<file path="src/rtl/cache_mem_arbiter.sv">
// cache_mem_arbiter: shares one single-port RAM between icache and dcache,
// dcache first, with a starvation limit that guarantees icache progress.
module cache_mem_arbiter #(
    parameter int STARVE_LIMIT = 4,
    parameter int CNT_W = 16
) (
    input  logic             CLK,
    input  logic             RST,
    input  logic             iREN,
    input  logic [31:0]      iaddr,
    output logic             iwait,
    output logic [31:0]      iload,
    input  logic             dREN,
    input  logic             dWEN,
    input  logic [31:0]      daddr,
    input  logic [31:0]      dstore,
    output logic             dwait,
    output logic [31:0]      dload,
    output logic             ramREN,
    output logic             ramWEN,
    output logic [31:0]      ramaddr,
    output logic [31:0]      ramstore,
    input  logic [31:0]      ramload,
    input  logic [1:0]       ramstate,
    output logic             mem_err,
    output logic [CNT_W-1:0] igrant_cnt,
    output logic [CNT_W-1:0] dgrant_cnt
);
    typedef enum logic [1:0] {IDLE, SERVE_I, SERVE_D} state_t;
    state_t state_q, state_d;
    logic [3:0] starve_q, starve_d;
    logic ren_q, wen_q, err_q;
    logic [31:0] addr_q, store_q, load_v;
    logic [CNT_W-1:0] igrant_q, dgrant_q;
    logic want_d, grant_i, grant_d, done;

    assign want_d  = dREN | dWEN;
    assign grant_i = state_q == IDLE && iREN && (!want_d || starve_q == 4'(STARVE_LIMIT));
    assign grant_d = state_q == IDLE && want_d && !grant_i;
    // ACCESS (2) and ERROR (3) both end the transaction
    assign done    = state_q != IDLE && ramstate[1];

    always_ff @(posedge CLK or posedge RST) begin
        if (RST) state_q <= IDLE;
        else state_q <= state_d;
    end

    always_comb begin
        state_d = grant_i ? SERVE_I : grant_d ? SERVE_D : done ? IDLE : state_q;
    end

    always_comb begin
        load_v = ramstate == 2'd3 ? 32'hBAD1BAD1 : ramload;
        iwait  = !(done && state_q == SERVE_I);
        dwait  = !(done && state_q == SERVE_D);
        iload  = iwait ? 32'd0 : load_v;
        dload  = dwait ? 32'd0 : load_v;
    end

    always_comb begin
        starve_d = grant_i ? 4'd0 :
                   (grant_d && iREN) ? starve_q + 4'd1 :
                   (state_q == IDLE && !iREN) ? 4'd0 : starve_q;
    end

    always_ff @(posedge CLK or posedge RST) begin
        if (RST) begin
            ren_q    <= 1'b0;
            wen_q    <= 1'b0;
            addr_q   <= '0;
            store_q  <= '0;
            igrant_q <= '0;
            dgrant_q <= '0;
            err_q    <= 1'b0;
            starve_q <= '0;
        end else begin
            if (grant_i) begin
                ren_q    <= 1'b1;
                wen_q    <= 1'b0;
                addr_q   <= iaddr;
                igrant_q <= igrant_q + CNT_W'(1);
            end else if (grant_d) begin
                ren_q    <= !dWEN;
                wen_q    <= dWEN;
                addr_q   <= daddr;
                store_q  <= dstore;
                dgrant_q <= dgrant_q + CNT_W'(1);
            end else if (done) begin
                ren_q <= 1'b0;
                wen_q <= 1'b0;
            end
            if (done && ramstate == 2'd3) err_q <= 1'b1;
            starve_q <= starve_d;
        end
    end

    assign ramREN     = ren_q;
    assign ramWEN     = wen_q;
    assign ramaddr    = addr_q;
    assign ramstore   = store_q;
    assign mem_err    = err_q;
    assign igrant_cnt = igrant_q;
    assign dgrant_cnt = dgrant_q;
endmodule

</file>
<file path="config.mk">
export PLATFORM = sky130hd
export DESIGN_NAME = cache_mem_arbiter
export DESIGN_NICKNAME = d
export VERILOG_FILES = /design/src/rtl/cache_mem_arbiter.sv
export SDC_FILE = /design/constraint.sdc
export NUM_CORES = 1
export LEC_CHECK = 0
export BUFFER_PORTS_ARGS = -buffer_cell sky130_fd_sc_hd__clkbuf_2
export CAP_MARGIN = 20
export CORE_AREA = 2 2 117 119
export CTS_CLUSTER_SIZE = 14
export DETAILED_ROUTE_END_ITERATION = 10
export DIE_AREA = 0 0 119 121
export PLACE_DENSITY = 0.71
export REMOVE_ABC_BUFFERS = 1
export SYNTH_ARGS = -nofsm -noshare
export SYNTH_HDL_FRONTEND = slang
export SYNTH_SLANG_ARGS = --single-unit
</file>
<file path="constraint.sdc">
create_clock -name CLK -period 4.15 [get_ports CLK]
set_input_delay 0.2075 -clock CLK [delete_from_list [all_inputs] [get_ports CLK]]
set_output_delay 0.2075 -clock CLK [all_outputs]
set_load 0.01 [all_outputs]
</file>
==> results of run 1 <==
cell usage after synthesis (4+ instances only):
| cell | number | area share [%] |
|---|---|---|
| nand2_1 | 124 | 9.5 |
| dfrtp_1 | 105 | 54 |
| nor2_1 | 89 | 6.8 |
| a221o_1 | 32 | 6.6 |
| nor2b_1 | 32 | 4.1 |
| xnor2_1 | 24 | 4.3 |
| buf_2 | 18 | 1.8 |
| nand3_1 | 16 | 1.6 |
| clkbuf_1 | 11 | 0.85 |
| nand4_1 | 11 | 1.4 |
| inv_1 | 6 | 0.46 |
| xor2_1 | 6 | 1.1 |
| o21ai_0 | 5 | 0.51 |
| ha_1 | 4 | 1.0 |
| nor3_1 | 4 | 0.41 |
metal layers:
layer / vias up / share of wire [%]
li1: 2307 / -
met1: 2210 / 41
met2: 212 / 51
met3: 16 / 6.6
met4: 0 / 1.5
met5: - / 0
sequential cells by signal (all words and copies together), names as in the netlist:
register and count:
starve_q 4, ramstore 32, mem_err 1, state_q 2, ramaddr 32, ramREN 1
dgrant_cnt 16, ramWEN 1, igrant_cnt 16
final cells by class:
| cell class | instances | area (um^2) |
|---|---|---|
| clock buffer | 9 | 225 |
| clock inverter | 7 | 72.6 |
| fill | 1251 | 6250 |
| inverter | 6 | 25.0 |
| multi-input combinational | 380 | 2090 |
| sequential | 105 | 2630 |
| tap | 176 | 220 |
| timing repair buffer | 306 | 1580 |
final timing paths:
check                             from              to  slack, ps  cells past startpoint
max reg2reg                starve_q[0]   dgrant_cnt[6]       1990                      7
min in group CLK            dstore[25]    ramstore[25]         40                      3
min reg2reg                    mem_err         mem_err        460                      1
min                                RST  dgrant_cnt[15]         40                      2
max                        starve_q[0]   dgrant_cnt[6]       1990                      7
max in group asynchronous          RST      ramaddr[9]       3140                      3
cells by family after synthesis:
group | share of synthesized area [%]
fa+ha+maj | 1.03
compound gates | 9.25
xor+xnor | 5.38
buf+inv | 3.54
flops | 53.8
simple gates | 26.8
mux | 0.231
worst register-to-register path, cell delays in order (launching register included):
cell,delay [ps]
dfrtp_1,410
inv_1,60
ha_1,190
and3b_1,240
a211o_1,310
buf_4,250
or3_1,450
xnor2_1,140
power breakdown:
group	total, mW	switching [mW]	leakage [nW]	internal, mW
clock network	0.843	0.418	0.143	0.426
registers	1.71	0.284	1.32	1.43
logic	1.90	1.09	2.31	0.813
==> results.sh, run 1 <==
export IMPL_finalNonFillerCells=989
export IMPL_cts_tree="yes"
export IMPL_place_gp_congestion=0.806
export IMPL_num_rows=42
export IMPL_antenna_found_initial=0
export IMPL_slew_headroom_pct=39.4
export IMPL_required_ps=4380
export IMPL_fin_nets=947
export IMPL_post_cts_repair_setup_buffers=0
export IMPL_p_per_area_nw_per_um2=652
export IMPL_path_delay_family="simple AND/OR/NAND/NOR gates"
export IMPL_status="complete, no violations"
export IMPL_fin_tns_setup_ps=0
export IMPL_synth_seq_area_share_pct=53.8
export IMPL_fmax_mhz=464
export IMPL_syn_inst=522
export IMPL_worst_hold_slack_ps=37.4
export IMPL_postPlaceCellArea_um2=6510
export IMPL_total_power_mw=4.46
export IMPL_rsz0062_at_grt="false"
export IMPL_min_period_over_period_pct=52.0
export IMPL_maxSlewViolCount=0
export IMPL_initial_utilization_pct=37.3
export IMPL_synth_edff_count=0
export IMPL_die_width_um=119
export IMPL_grt_pass1_wl_mm=23.0
export IMPL_avgSynthCellArea_um2=9.35
export IMPL_clkSinkCount=105
export IMPL_tightest_slew_ps=909
export IMPL_grt_pass1_vias=4588
export IMPL_dp_final_hpwl_mm=10.7
export IMPL_htree_levels=3
export IMPL_crit_chain="inv_1 -> ha_1 -> and3b_1 -> a211o_1 -> buf_4 -> or3_1 -> xnor2_1"
export IMPL_drc=0
export IMPL_num_vias=4745
export IMPL_antenna_cells=0
export IMPL_track_usage_pct=19.9
export IMPL_final_layout_size_suffix_gt1_share_pct=40.3
export IMPL_worst_setup_path_type="reg -> reg"
export IMPL_finalSetupViolations=0
export IMPL_viasPerCell=4.80
export IMPL_final_cell_mix="clkbuf_2 (299), nand2_1 (124), dfrtp_1 (105), nor2_1 (89)"
export IMPL_grt_ovfl_total=0
export IMPL_cp_max_fo=39
export IMPL_ys_types=38
export IMPL_numPortBuffers=299
export IMPL_period_minus_slack_ps=2160
export IMPL_maxCapViolCount=0
export IMPL_place_inst=971
export IMPL_fin_util_pct=52.2
export IMPL_first_pass_iters=5
export IMPL_peakVddDrop_uv=337
export IMPL_cp_arrival_ps=2390
export IMPL_core_area_um2=13100
export IMPL_io_pin_count=300
export IMPL_async_flop_share_pct=100
export IMPL_hold_viol_final=0
export IMPL_wl_mm=14.5
export IMPL_ant_nets=0
export IMPL_fp_dieH_um=121
export IMPL_fin_ws_ps=1990
export IMPL_synth_main_ff_cell="dfrtp_1"
export IMPL_fin_skew_ps=11.8
export IMPL_end_kind="flop"
export IMPL_use_met2_pct=35.5
export IMPL_final_common_cell="clkbuf_2"
export IMPL_critPathMaxStageDelay_ps=440
export IMPL_place_ws_ps=2000
export IMPL_met1_usage_pct=23.8
export IMPL_slowest_stage="or3_1"
export IMPL_power_leakage_nw=3.77
export IMPL_ys_warn_count=0
export IMPL_path_buf_inv=2
export IMPL_dieArea_um2=14400
export IMPL_postLayoutCellArea_um2=6840
export IMPL_drtIter0Drc=176
export IMPL_cts_resized=0
export IMPL_cts_buffers=9
export IMPL_cts_root_buf="clkbuf_16"
export IMPL_path_clk_slew_ps=80
export IMPL_wl_per_cell_um=14.7
export IMPL_grt_most_used_layer="met2"
export IMPL_startpoint_type="flop"
export IMPL_grt_start_max_net_pins=75
export IMPL_hold_path_class="in -> async"
export IMPL_syn_area_um2=4880
export IMPL_grtUsageMet3_pct=4.70
export IMPL_syn2layout_area_growth_pct=40.0
export IMPL_clockBufferDepth=2
export IMPL_holdBufCountCts=0
export IMPL_clk_latency_ps=350
export IMPL_synth_seq_cells=105
(Power assumes the default switching activity.)
==> inputs of run 2 (changes only) <==
Settings changed: CORE_AREA 2 2 117 119 to 2 2 115 117, DIE_AREA 0 0 119 121 to 0 0 117 119, PLACE_DENSITY 0.71 to 0.76.
Clock period 4.15 ns to 1.8 ns, I/O delays scaled along.
==> run 2 against run 1 <==
- clock skew decreased by 2.4 ps
- sequential power up 130%
- utilization up 12 points
- register-to-register slack got worse by 2000 ps
- largest cell class is now non-clock buffers
- count of clock-buffer cells in the layout stayed put
- wire length rose by 28%
- hold slack lost 21 ps
- first-iteration DRC count up 5.7%
- maximum frequency grew 21%
- via count is 17% higher
- highest routed layer unchanged
- cell count is 12% higher
- die area shrank 3.3%
==> results.sh, run 2 (same netlist as run 1, synthesis figures left out) <==
export IMPL_maxCapViolCount=0
export IMPL_place_gp_congestion=0.801
export IMPL_first_pass_iters=5
export IMPL_status="complete, no violations"
export IMPL_syn2layout_area_growth_pct=69.4
export IMPL_final_common_cell="clkbuf_2"
export IMPL_cts_buffers=9
export IMPL_reg2reg_depth=6
export IMPL_final_cell_mix="clkbuf_2 (299), nand2_1 (121), dfrtp_1 (105), dlygate4sd3_1 (96), nor2_1 (88)"
export IMPL_rrSetupSlack_ps=20
export IMPL_dieArea_um2=13900
export IMPL_hold_path_class="in -> reg"
export IMPL_finalNonFillerCells=1111
export IMPL_clk_latency_ps=350
export IMPL_cts_root_buf="clkbuf_16"
export IMPL_fin_skew_ps=9.40
export IMPL_min_period_over_period_pct=98.7
export IMPL_grt_pass1_wl_mm=26.4
export IMPL_numPortBuffers=299
export IMPL_top_layer_used="met4"
export IMPL_routed_wl_met2_mm=9.53
export IMPL_dr_wl_met3_mm=1.34
export IMPL_fp_dieH_um=119
export IMPL_startpoint_type="flop"
export IMPL_grt_start_max_net_pins=47
export IMPL_grt_pass1_vias=5361
export IMPL_r2r_end="ramaddr[24]"
export IMPL_peakVddDrop_uv=969
export IMPL_reg2reg_from="starve_q[0]"
export IMPL_antenna_cells=0
export IMPL_ant_nets=0
export IMPL_worst_setup_path_type="reg -> reg"
export IMPL_fin_util_pct=64.2
export IMPL_io_pin_count=300
export IMPL_num_vias=5536
export IMPL_wl_per_cell_um=16.7
export IMPL_period_minus_slack_ps=1780
export IMPL_fin_tns_setup_ps=0
export IMPL_tightest_slew_ps=587
export IMPL_drtIter0Drc=186
export IMPL_num_rows=42
export IMPL_path_clk_slew_ps=70
export IMPL_cp_arrival_ps=2010
export IMPL_fmax_mhz=563
export IMPL_required_ps=2030
export IMPL_power_leakage_nw=4.40
export IMPL_drc=0
export IMPL_cp_max_fo=6
export IMPL_final_layout_size_suffix_gt1_share_pct=39.0
export IMPL_finalSetupViolations=0
export IMPL_fin_nets=1071
export IMPL_grt_ovfl_total=0
export IMPL_core_area_um2=12900
export IMPL_clkSinkCount=105
export IMPL_initial_utilization_pct=37.9
export IMPL_wl_mm=18.6
export IMPL_rsz0062_at_grt="true"
export IMPL_track_usage_pct=24.5
export IMPL_min_from="daddr[22]"
export IMPL_die_width_um=117
export IMPL_slew_headroom_pct=60.9
export IMPL_wl_met1_mm=7.11
export IMPL_hold_end="ramaddr[22]"
export IMPL_hold_viol_final=0
export IMPL_end_kind="flop"
export IMPL_dp_final_hpwl_mm=11.5
export IMPL_maxSlewViolCount=0
export IMPL_whs_path_depth=2
export IMPL_antenna_found_initial=0
export IMPL_worst_hold_slack_ps=16.2
export IMPL_cts_tree="yes"
export IMPL_place_inst=991
export IMPL_htree_levels=3
export IMPL_p_per_area_nw_per_um2=1430
export IMPL_viasPerCell=4.98
export IMPL_clockBufferDepth=2
==> run 2: cell count changes in the layout (fill, tap and decap cells not counted), sizes merged <==
| cell | change |
|---|---|
| buf | +24 |
| clkinvlp | -1 |
| clkinv | -2 |
| clkbuf | +4 |
| dlygate4sd3 | +96 |
| bufinv | +3 |
| inv | -2 |
==> run 2: per-layer routing <==
metal / GRT usage, % / vias to the layer above
met2: 43.6 / 300
li1: - / 2553
met3: 6.16 / 56
met4: 9.41 / 0
met1: 27.9 / 2627
met5: 0 / -
==> run 2: worst max-delay path: stages (launching register included) <==
cell and delay [ps]:
dfrtp_1 350, inv_1 50, ha_2 160, and3b_2 240, o211a_4 330, clkbuf_16 180
a221o_1 350
==> run 2: power by group <==
group | internal, mW | switching [mW] | total [mW] | leakage (nW)
clock | 1.35 | 0.877 | 2.22 | 0.162
combinational | 2.58 | 3.03 | 5.60 | 2.92
sequential | 3.30 | 0.695 | 3.99 | 1.32
==> run 2: per-stage QoR <==
step	area (um^2)	power, mW	setup WS (ps)
floorplan	4730	6.45	-1950
global placement	6720	8.65	13.5
detailed placement	6720	8.79	-41.2
CTS	8020	11.2	7.21
global route	8270	12.5	-22.5
finish	8270	11.8	22.8
==> run 2: what timing repair did <==
action | in CTS | in global routing
pin swaps | 1 | 30
endpoints found under the setup margin | 36 | 64
gates resized for setup | 5 | 21
hold buffers | 96 | 0
buffers inserted | 0 | 3
cloned | 0 | 7
endpoints found under the hold margin | 96 | 0
==> run 2: how the worst max path moves through the flow <==
stage          depth (start not counted)  slack [ps]   startpoint             end
3_3_place_gp                           6          10  starve_q[0]     ramaddr[17]
3_5_place_dp                           6         -40  starve_q[0]      ramaddr[5]
2_1_floorplan                          6       -1950  starve_q[0]  dgrant_cnt[13]
5_1_grt                                6         -20  starve_q[0]     ramaddr[13]
4_1_cts                                6           7  starve_q[0]     ramaddr[22]
6_report                               6          20  starve_q[0]     ramaddr[24]
==> run 2: layout make-up <==
class                      instances  area [um^2]
sequential                       105         2630
clock inverter                     5          104
tap                              176          220
timing repair buffer             430         2920
fill                             970         4610
multi-input combinational        380         2150
inverter                           6         25.0
clock buffer                       9          225
